`config.mk`:
```
export PLATFORM = sky130hd
export DESIGN_NAME = generate_point
export DESIGN_NICKNAME = d
export VERILOG_FILES = /design/src/rtl/snake_pkg.sv /design/src/rtl/lfsr5_step.sv /design/src/rtl/generate_point.sv
export SDC_FILE = /design/constraint.sdc
export NUM_CORES = 1
export LEC_CHECK = 0
export ABC_AREA = 1
export BUFFER_PORTS_ARGS = -buffer_cell sky130_fd_sc_hd__buf_2
export CAP_MARGIN = 10
export CORE_MARGIN = 1.5
export CORE_UTILIZATION = 52
export CTS_CLUSTER_DIAMETER = 200
export DETAILED_ROUTE_END_ITERATION = 8
export GPL_TIMING_DRIVEN = 0
export PLACE_DENSITY = 0.77
export SYNTH_ARGS = -nofsm -noshare
export SYNTH_HDL_FRONTEND = slang
export SYNTH_SLANG_ARGS = --single-unit
```
`constraint.sdc`:
```
create_clock -name clk_75 -period 1.4 [get_ports clk_75]
set_input_delay 0.21 -clock clk_75 [delete_from_list [all_inputs] [get_ports clk_75]]
set_output_delay 0.21 -clock clk_75 [all_outputs]
set_load 0.01 [all_outputs]
```
`src/rtl/snake_pkg.sv`:
```
// Shared types and constants for the snake game datapath.
package snake_pkg;

  localparam int GRID_BITS = 5;

  localparam logic [GRID_BITS-1:0] X_POLY_DEF = 5'h14;
  localparam logic [GRID_BITS-1:0] Y_POLY_DEF = 5'h12;

  localparam logic [GRID_BITS-1:0] FIXED_SEED_X = 5'h15;
  localparam logic [GRID_BITS-1:0] FIXED_SEED_Y = 5'h0A;

  typedef enum logic [1:0] {
    MENU = 2'd0,
    GAME = 2'd1,
    OVER = 2'd2
  } game_mode;

  // An all-zero LFSR state would lock up, so it is mapped to the top corner.
  function automatic logic [GRID_BITS-1:0] nonzero_or_max(input logic [GRID_BITS-1:0] v);
    return (v == '0) ? '1 : v;
  endfunction

endpackage

```
`src/rtl/lfsr5_step.sv`:
```
// One Galois step of a 5-bit LFSR: shift right, fold POLY in when the LSB is set.
module lfsr5_step
  import snake_pkg::*;
#(
  parameter logic [GRID_BITS-1:0] POLY = X_POLY_DEF
) (
  input  logic [GRID_BITS-1:0] state_i,
  output logic [GRID_BITS-1:0] next_o
);

  assign next_o = {1'b0, state_i[GRID_BITS-1:1]} ^ (state_i[0] ? POLY : '0);

endmodule

```
`src/rtl/generate_point.sv`:
```
// Food-point generator: local seed capture, seed exchange init, LFSR point advance.
// Build macro GENERATE_POINT_FIXED_SEED_EN swaps the entropy LFSRs for constants.
module generate_point
  import snake_pkg::*;
#(
  parameter logic [GRID_BITS-1:0] X_POLY      = X_POLY_DEF,
  parameter logic [GRID_BITS-1:0] Y_POLY      = Y_POLY_DEF,
  parameter int                   SYNC_STAGES = 2
) (
  input  logic                 clk_75,
  input  logic                 rst,
  input  logic                 clk_div,
  input  game_mode             mode,
  input  logic                 local_start,
  input  logic [GRID_BITS-1:0] seed_x_in,
  input  logic [GRID_BITS-1:0] seed_y_in,
  input  logic                 colision,
  output logic [GRID_BITS-1:0] seed_x_out,
  output logic [GRID_BITS-1:0] seed_y_out,
  output logic                 seed_rdy,
  output logic [GRID_BITS-1:0] point_gen_x,
  output logic [GRID_BITS-1:0] point_gen_y
);

  logic [SYNC_STAGES-1:0] sync_q;
  logic                   div_prev_q;
  logic                   start_prev_q;
  logic                   tick;
  logic                   start_rise;

  logic [GRID_BITS-1:0] ex_cur, ey_cur;
  logic [GRID_BITS-1:0] seed_x_q, seed_x_d, seed_y_q, seed_y_d;
  logic                 seed_rdy_q, seed_rdy_d;
  logic [GRID_BITS-1:0] px_q, px_d, py_q, py_d;
  logic [GRID_BITS-1:0] px_step, py_step;
  logic                 init_q, init_d;

  assign tick       = sync_q[SYNC_STAGES-1] & ~div_prev_q;
  assign start_rise = local_start & ~start_prev_q;

`ifdef GENERATE_POINT_FIXED_SEED_EN
  assign ex_cur = FIXED_SEED_X;
  assign ey_cur = FIXED_SEED_Y;
`else
  logic [GRID_BITS-1:0] ex_q, ey_q, ex_step, ey_step;

  lfsr5_step #(.POLY(X_POLY)) u_ex_step (.state_i(ex_q), .next_o(ex_step));
  lfsr5_step #(.POLY(Y_POLY)) u_ey_step (.state_i(ey_q), .next_o(ey_step));

  // Free-running entropy: the press time of local_start picks the seed.
  always_ff @(posedge clk_75 or negedge rst) begin
    if (!rst) begin
      ex_q <= 5'h01;
      ey_q <= 5'h02;
    end else begin
      ex_q <= ex_step;
      ey_q <= ey_step;
    end
  end

  assign ex_cur = ex_q;
  assign ey_cur = ey_q;
`endif

  lfsr5_step #(.POLY(X_POLY)) u_px_step (.state_i(px_q), .next_o(px_step));
  lfsr5_step #(.POLY(Y_POLY)) u_py_step (.state_i(py_q), .next_o(py_step));

  always_comb begin
    seed_x_d   = seed_x_q;
    seed_y_d   = seed_y_q;
    seed_rdy_d = seed_rdy_q;
    if (start_rise) begin
      seed_x_d   = ex_cur;
      seed_y_d   = ey_cur;
      seed_rdy_d = 1'b1;
    end else if (mode == MENU && !local_start) begin
      seed_rdy_d = 1'b0;
    end
  end

  // Init wins over advance so both boards start from the same combined seed.
  always_comb begin
    px_d   = px_q;
    py_d   = py_q;
    init_d = init_q;
    if (mode == MENU) begin
      init_d = 1'b0;
    end else if (mode == GAME) begin
      if (seed_rdy_q && !init_q) begin
        px_d   = nonzero_or_max(seed_x_q ^ seed_x_in);
        py_d   = nonzero_or_max(seed_y_q ^ seed_y_in);
        init_d = 1'b1;
      end else if (init_q && tick && colision) begin
        px_d = px_step;
        py_d = py_step;
      end
    end
  end

  always_ff @(posedge clk_75 or negedge rst) begin
    if (!rst) begin
      sync_q       <= '0;
      div_prev_q   <= 1'b0;
      start_prev_q <= 1'b0;
      seed_x_q     <= '0;
      seed_y_q     <= '0;
      seed_rdy_q   <= 1'b0;
      px_q         <= '0;
      py_q         <= '0;
      init_q       <= 1'b0;
    end else begin
      sync_q       <= {sync_q[SYNC_STAGES-2:0], clk_div};
      div_prev_q   <= sync_q[SYNC_STAGES-1];
      start_prev_q <= local_start;
      seed_x_q     <= seed_x_d;
      seed_y_q     <= seed_y_d;
      seed_rdy_q   <= seed_rdy_d;
      px_q         <= px_d;
      py_q         <= py_d;
      init_q       <= init_d;
    end
  end

  assign seed_x_out  = seed_x_q;
  assign seed_y_out  = seed_y_q;
  assign seed_rdy    = seed_rdy_q;
  assign point_gen_x = px_q;
  assign point_gen_y = py_q;

endmodule

```
==> implementation parameters <==
Parameter                              Value

Status
  Run status ... complete, no violations

Timing
  Max frequency ... 819 MHz
  Relative slew slack ... 50.1%
  Final number of setup-violating endpoints ... 0
  Setup slack after layout ... 178 ps
  Unrepaired setup endpoints after global routing ... false
  Final Critical Period ... 1220 ps
  Final hold violation count ... 0
  Transition time at the pin with the least slew margin ... 748 ps
  Portion of the clock cycle consumed by the worst path in the final layout ... 87.3%
  Setup tns final ... 0 ps
  Final setup skew ... 2.52 ps
  Number of pins with negative max-slew slack in the final report ... 0

Routing
  Routed length per instance ... 10.4 µm
  Final Routed Wirelength ... 2990 µm
  Detail Route Antenna Nets ... 0
  Iteration-0 DRC Markers ... 41
  DRC violation count after routing ... 0
  Detailed Routing Iterations Pass 1 ... 4
  Via Count ... 1,297
  Via density per instance ... 4.52

Yosys
  Largest area contributor in the synthesized netlist ... sky130_fd_sc_hd__dfrtp_1
  Yosys warns ... 0
  Number of synthesized register bits ... 36
  Largest cells by area after synthesis ... sky130_fd_sc_hd__dfrtp_1 (52%), sky130_fd_sc_hd__nand2_1 (15%), sky130_fd_sc_hd__nor2_1 (6.9%)
  Post-synthesis instance area ... 1640 µm²
  Distinct cells, synth ... 22
  Syn Nets ... 212
  Average footprint of a synthesized cell ... 8.40 µm²
  Post-synth top area share ... 51.9%
  Portion of the post-synthesis area used by sequential elements ... 55.2%
  Cells after synthesis ... 195

Setup path
  Cell family with the largest share of critical-path delay ... buffers and inverters
  Critical Path Start Type ... primary input
  Reg2Reg Depth ... 8
  Data arrival time at the worst-slack endpoint ... 1490 ps
  Top cell by count, worst path ... sky130_fd_sc_hd__buf_2
  Flop-to-flop setup slack ... 180 ps
  Worst endpoint required time ... 1670 ps
  Beginning of the worst register-to-register path ... init_q
  Critical path capture point type ... flip-flop
  List of cells traversed by the critical path ... dlygate4sd3_1 > buf_2 > nand2_2 > buf_2 > nor2_1 > a21oi_1
  CP peak stage delay ... 530 ps
  Number of buffers and inverters on the critical path ... 3
  Biggest fanout along the worst timing path ... 10
  CP max stage cell ... sky130_fd_sc_hd__dlygate4sd3_1
  FF-to-FF End ... point_gen_y[3]
  Kind of critical path ... in2reg

Power and ir drop
  Cell Int Power ... 1.82 mW
  Share of power burned in the clock network ... 21.1%
  Sequential share of power ... 48.6%
  Worst VDD drop ... 0.768 mV
  Overall power ... 2.84 mW
  Part of the total power dissipated in combinational logic ... 30.3%
  LEAKAGE ... 1.12 nW
  Power per Cell Area ... 1440 nW/µm²
  Sw power ... 1.02 mW
  Switching Fraction ... 35.9%

Die
  Number of top-level design ports ... 38
  Core Box Area ... 3030 µm²
  Standard-cell rows ... 20
  Horizontal die dimension ... 59.1 µm
  Area of the die ... 3500 µm²
  Initial core utilization ... 54.1%
  Die height ... 59.1 µm

Clock network
  CTS Root Cell ... sky130_fd_sc_hd__clkbuf_4
  H-tree depth ... 2
  Clock tree sinks ... 36
  CTS tree ... done
  Clock slew seen by the registers of the worst setup and hold paths ... 110 ps
  Worst-skew pair later-pin latency ... 340 ps
  Count of buffers added by post-CTS timing repair for setup ... 0
  Number of buffers on the longest clock path ... 2
  Cts bufs inserted ... 5

GRT
  Total grt overflow ... 0
  Antenna violations before repair ... 0
  Wire length of the first global-routing pass ... 5110 µm
  All-Layer GR Usage ... 19.9%
  Pin count of the biggest net entering global routing ... 37
  Via count of the first global-routing pass ... 1,183

Worst hold path
  Worst hold stages ... 3
  Hold Path End ... init_q
  Worst Min Path Start ... mode[0]
  Hold crit path type ... in2reg

Placed design
  Post-Place Worst Slack ... 194 ps
  Count of input and output buffers ... 37
  Detailed placer's ending HPWL ... 2240 µm
  Cell Count Post-Placement ... 276
  Final GP Congestion ... 0.805

Job
  Max cap viols ... 0

Cells and area
  Share of layout cells above drive strength 1 ... 31.7%
  ANT cells ... 0
  Net count reported at finish ... 259
  Count of placed standard cells in the final layout, fillers left out ... 287
  Area growth syn-to-layout ... 20.7%
  Final Core Density ... 65.3%
-- state kept, by name, summed over array words and instances, names as in the netlist --
| name | count |
|---|---|
| point_gen_y | 5 |
| init_q | 1 |
| div_prev_q | 1 |
| ex_cur | 5 |
| seed_y_out | 5 |
| start_prev_q | 1 |
| seed_rdy | 1 |
| point_gen_x | 5 |
| ey_cur | 5 |
| sync_q | 2 |
| seed_x_out | 5 |
-- cells in the mapped netlist --
cell / n
sky130_fd_sc_hd__xnor2_1: 2
sky130_fd_sc_hd__inv_2: 8
sky130_fd_sc_hd__o21ai_0: 2
sky130_fd_sc_hd__nand2_2: 2
sky130_fd_sc_hd__o31ai_1: 1
sky130_fd_sc_hd__nor2_4: 1
sky130_fd_sc_hd__buf_6: 1
sky130_fd_sc_hd__nor2_8: 1
sky130_fd_sc_hd__mux2_2: 2
sky130_fd_sc_hd__nor2_2: 10
sky130_fd_sc_hd__nand4_1: 1
sky130_fd_sc_hd__nand2_1: 65
sky130_fd_sc_hd__xor2_1: 4
sky130_fd_sc_hd__dfrtp_1: 34
sky130_fd_sc_hd__nor3_1: 1
sky130_fd_sc_hd__a21oi_1: 8
sky130_fd_sc_hd__nand3_1: 4
sky130_fd_sc_hd__inv_1: 12
sky130_fd_sc_hd__inv_4: 1
sky130_fd_sc_hd__dfstp_2: 2
sky130_fd_sc_hd__nor2_1: 30
sky130_fd_sc_hd__buf_2: 3
-- worst max path at each step --
stage                            from              to  slack (ps)  cells after the start
after floorplan              seed_rdy  point_gen_x[4]         260                      9
final                     local_start   seed_x_out[3]         180                      6
after global routing         seed_rdy  point_gen_y[1]          70                      9
after detailed placement       init_q  point_gen_x[4]         190                      7
after CTS                 local_start   seed_x_out[3]          40                      6
after global placement         init_q  point_gen_x[4]         190                      7
-- placed cells by master, fill, tap and decap left out, types with 2 or more instances in the layout --
cell                            count
sky130_fd_sc_hd__inv_2              8
sky130_fd_sc_hd__o21ai_0            2
sky130_fd_sc_hd__dfstp_2            2
sky130_fd_sc_hd__dfrtp_1           34
sky130_fd_sc_hd__buf_2             40
sky130_fd_sc_hd__clkinvlp_4         2
sky130_fd_sc_hd__nor2_1            30
sky130_fd_sc_hd__inv_1             12
sky130_fd_sc_hd__xnor2_1            2
sky130_fd_sc_hd__nand2_2            3
sky130_fd_sc_hd__xor2_1             4
sky130_fd_sc_hd__nand3_1            4
sky130_fd_sc_hd__dlygate4sd3_1      3
sky130_fd_sc_hd__mux2_2             2
sky130_fd_sc_hd__clkbuf_4           5
sky130_fd_sc_hd__nor2_2            10
sky130_fd_sc_hd__nand2_1           64
sky130_fd_sc_hd__a21oi_1            8
-- metrics by stage --
step                area (µm²)  hold slack (ps)
finish                    1980              146
global route              1980              152
CTS                       1970              137
detailed placement        1880              320
global placement          1880              318
floorplan                 1640            -85.6
-- kinds of logic (layout without fill, tap and decap cells) --
logic type                Yosys count  after routing  share of synthesized area [%]
and+or+nand+nor                   115            115                           30.2
DFF                                36             36                           55.2
buffers and inverters              25             73                           6.57
AOI/OAI and AO/OA                  11             11                           3.51
xor gates and xnor gates            6              6                           3.21
muxes                               2              2                           1.37
-- repair_timing --
item / in CTS / in global routing
endpoints found under the hold margin: 36 / 0
hold buffers: 3 / 0
resized for setup: 0 / 1
endpoints found under the setup margin: 0 / 1
-- worst register-to-register path, delay by kind of cell (launching register included) --
family | cells | cell delay (ps)
simple gates | 6 | 490
flops | 1 | 440
buf+inv | 2 | 230
-- final cells by class --
type | instances | area, µm²
fillers | 261 | 1050
flip-flops and latches | 36 | 903
multi-input cells | 134 | 629
repair buffers | 40 | 215
inverters | 21 | 81.3
well taps | 44 | 55.1
clock buffers | 6 | 51.3
plain buffers | 4 | 26.3
clock inverters | 2 | 15.0
-- routing by layer --
metal | vias up | track usage [%] | part of all wire [%]
met4 | 0 | 11.0 | 2.9
met1 | 568 | 26.1 | 49
met3 | 10 | 4.80 | 3.9
li1 | 687 | - | -
met2 | 32 | 30.3 | 44
met5 | - | 0 | 0
-- power groups by stage --
stage / registers (mW) / clock network, mW / logic (mW)
5_1_grt: 1.41 / 0.671 / 0.975
3_5_place_dp: 1.41 / 0 / 0.856
4_1_cts: 1.38 / 0.619 / 0.867
3_3_place_gp: 1.40 / 0 / 0.842
2_1_floorplan: 1.47 / 0 / 0.474
6_report: 1.38 / 0.600 / 0.860
(Power assumes the default switching activity.)
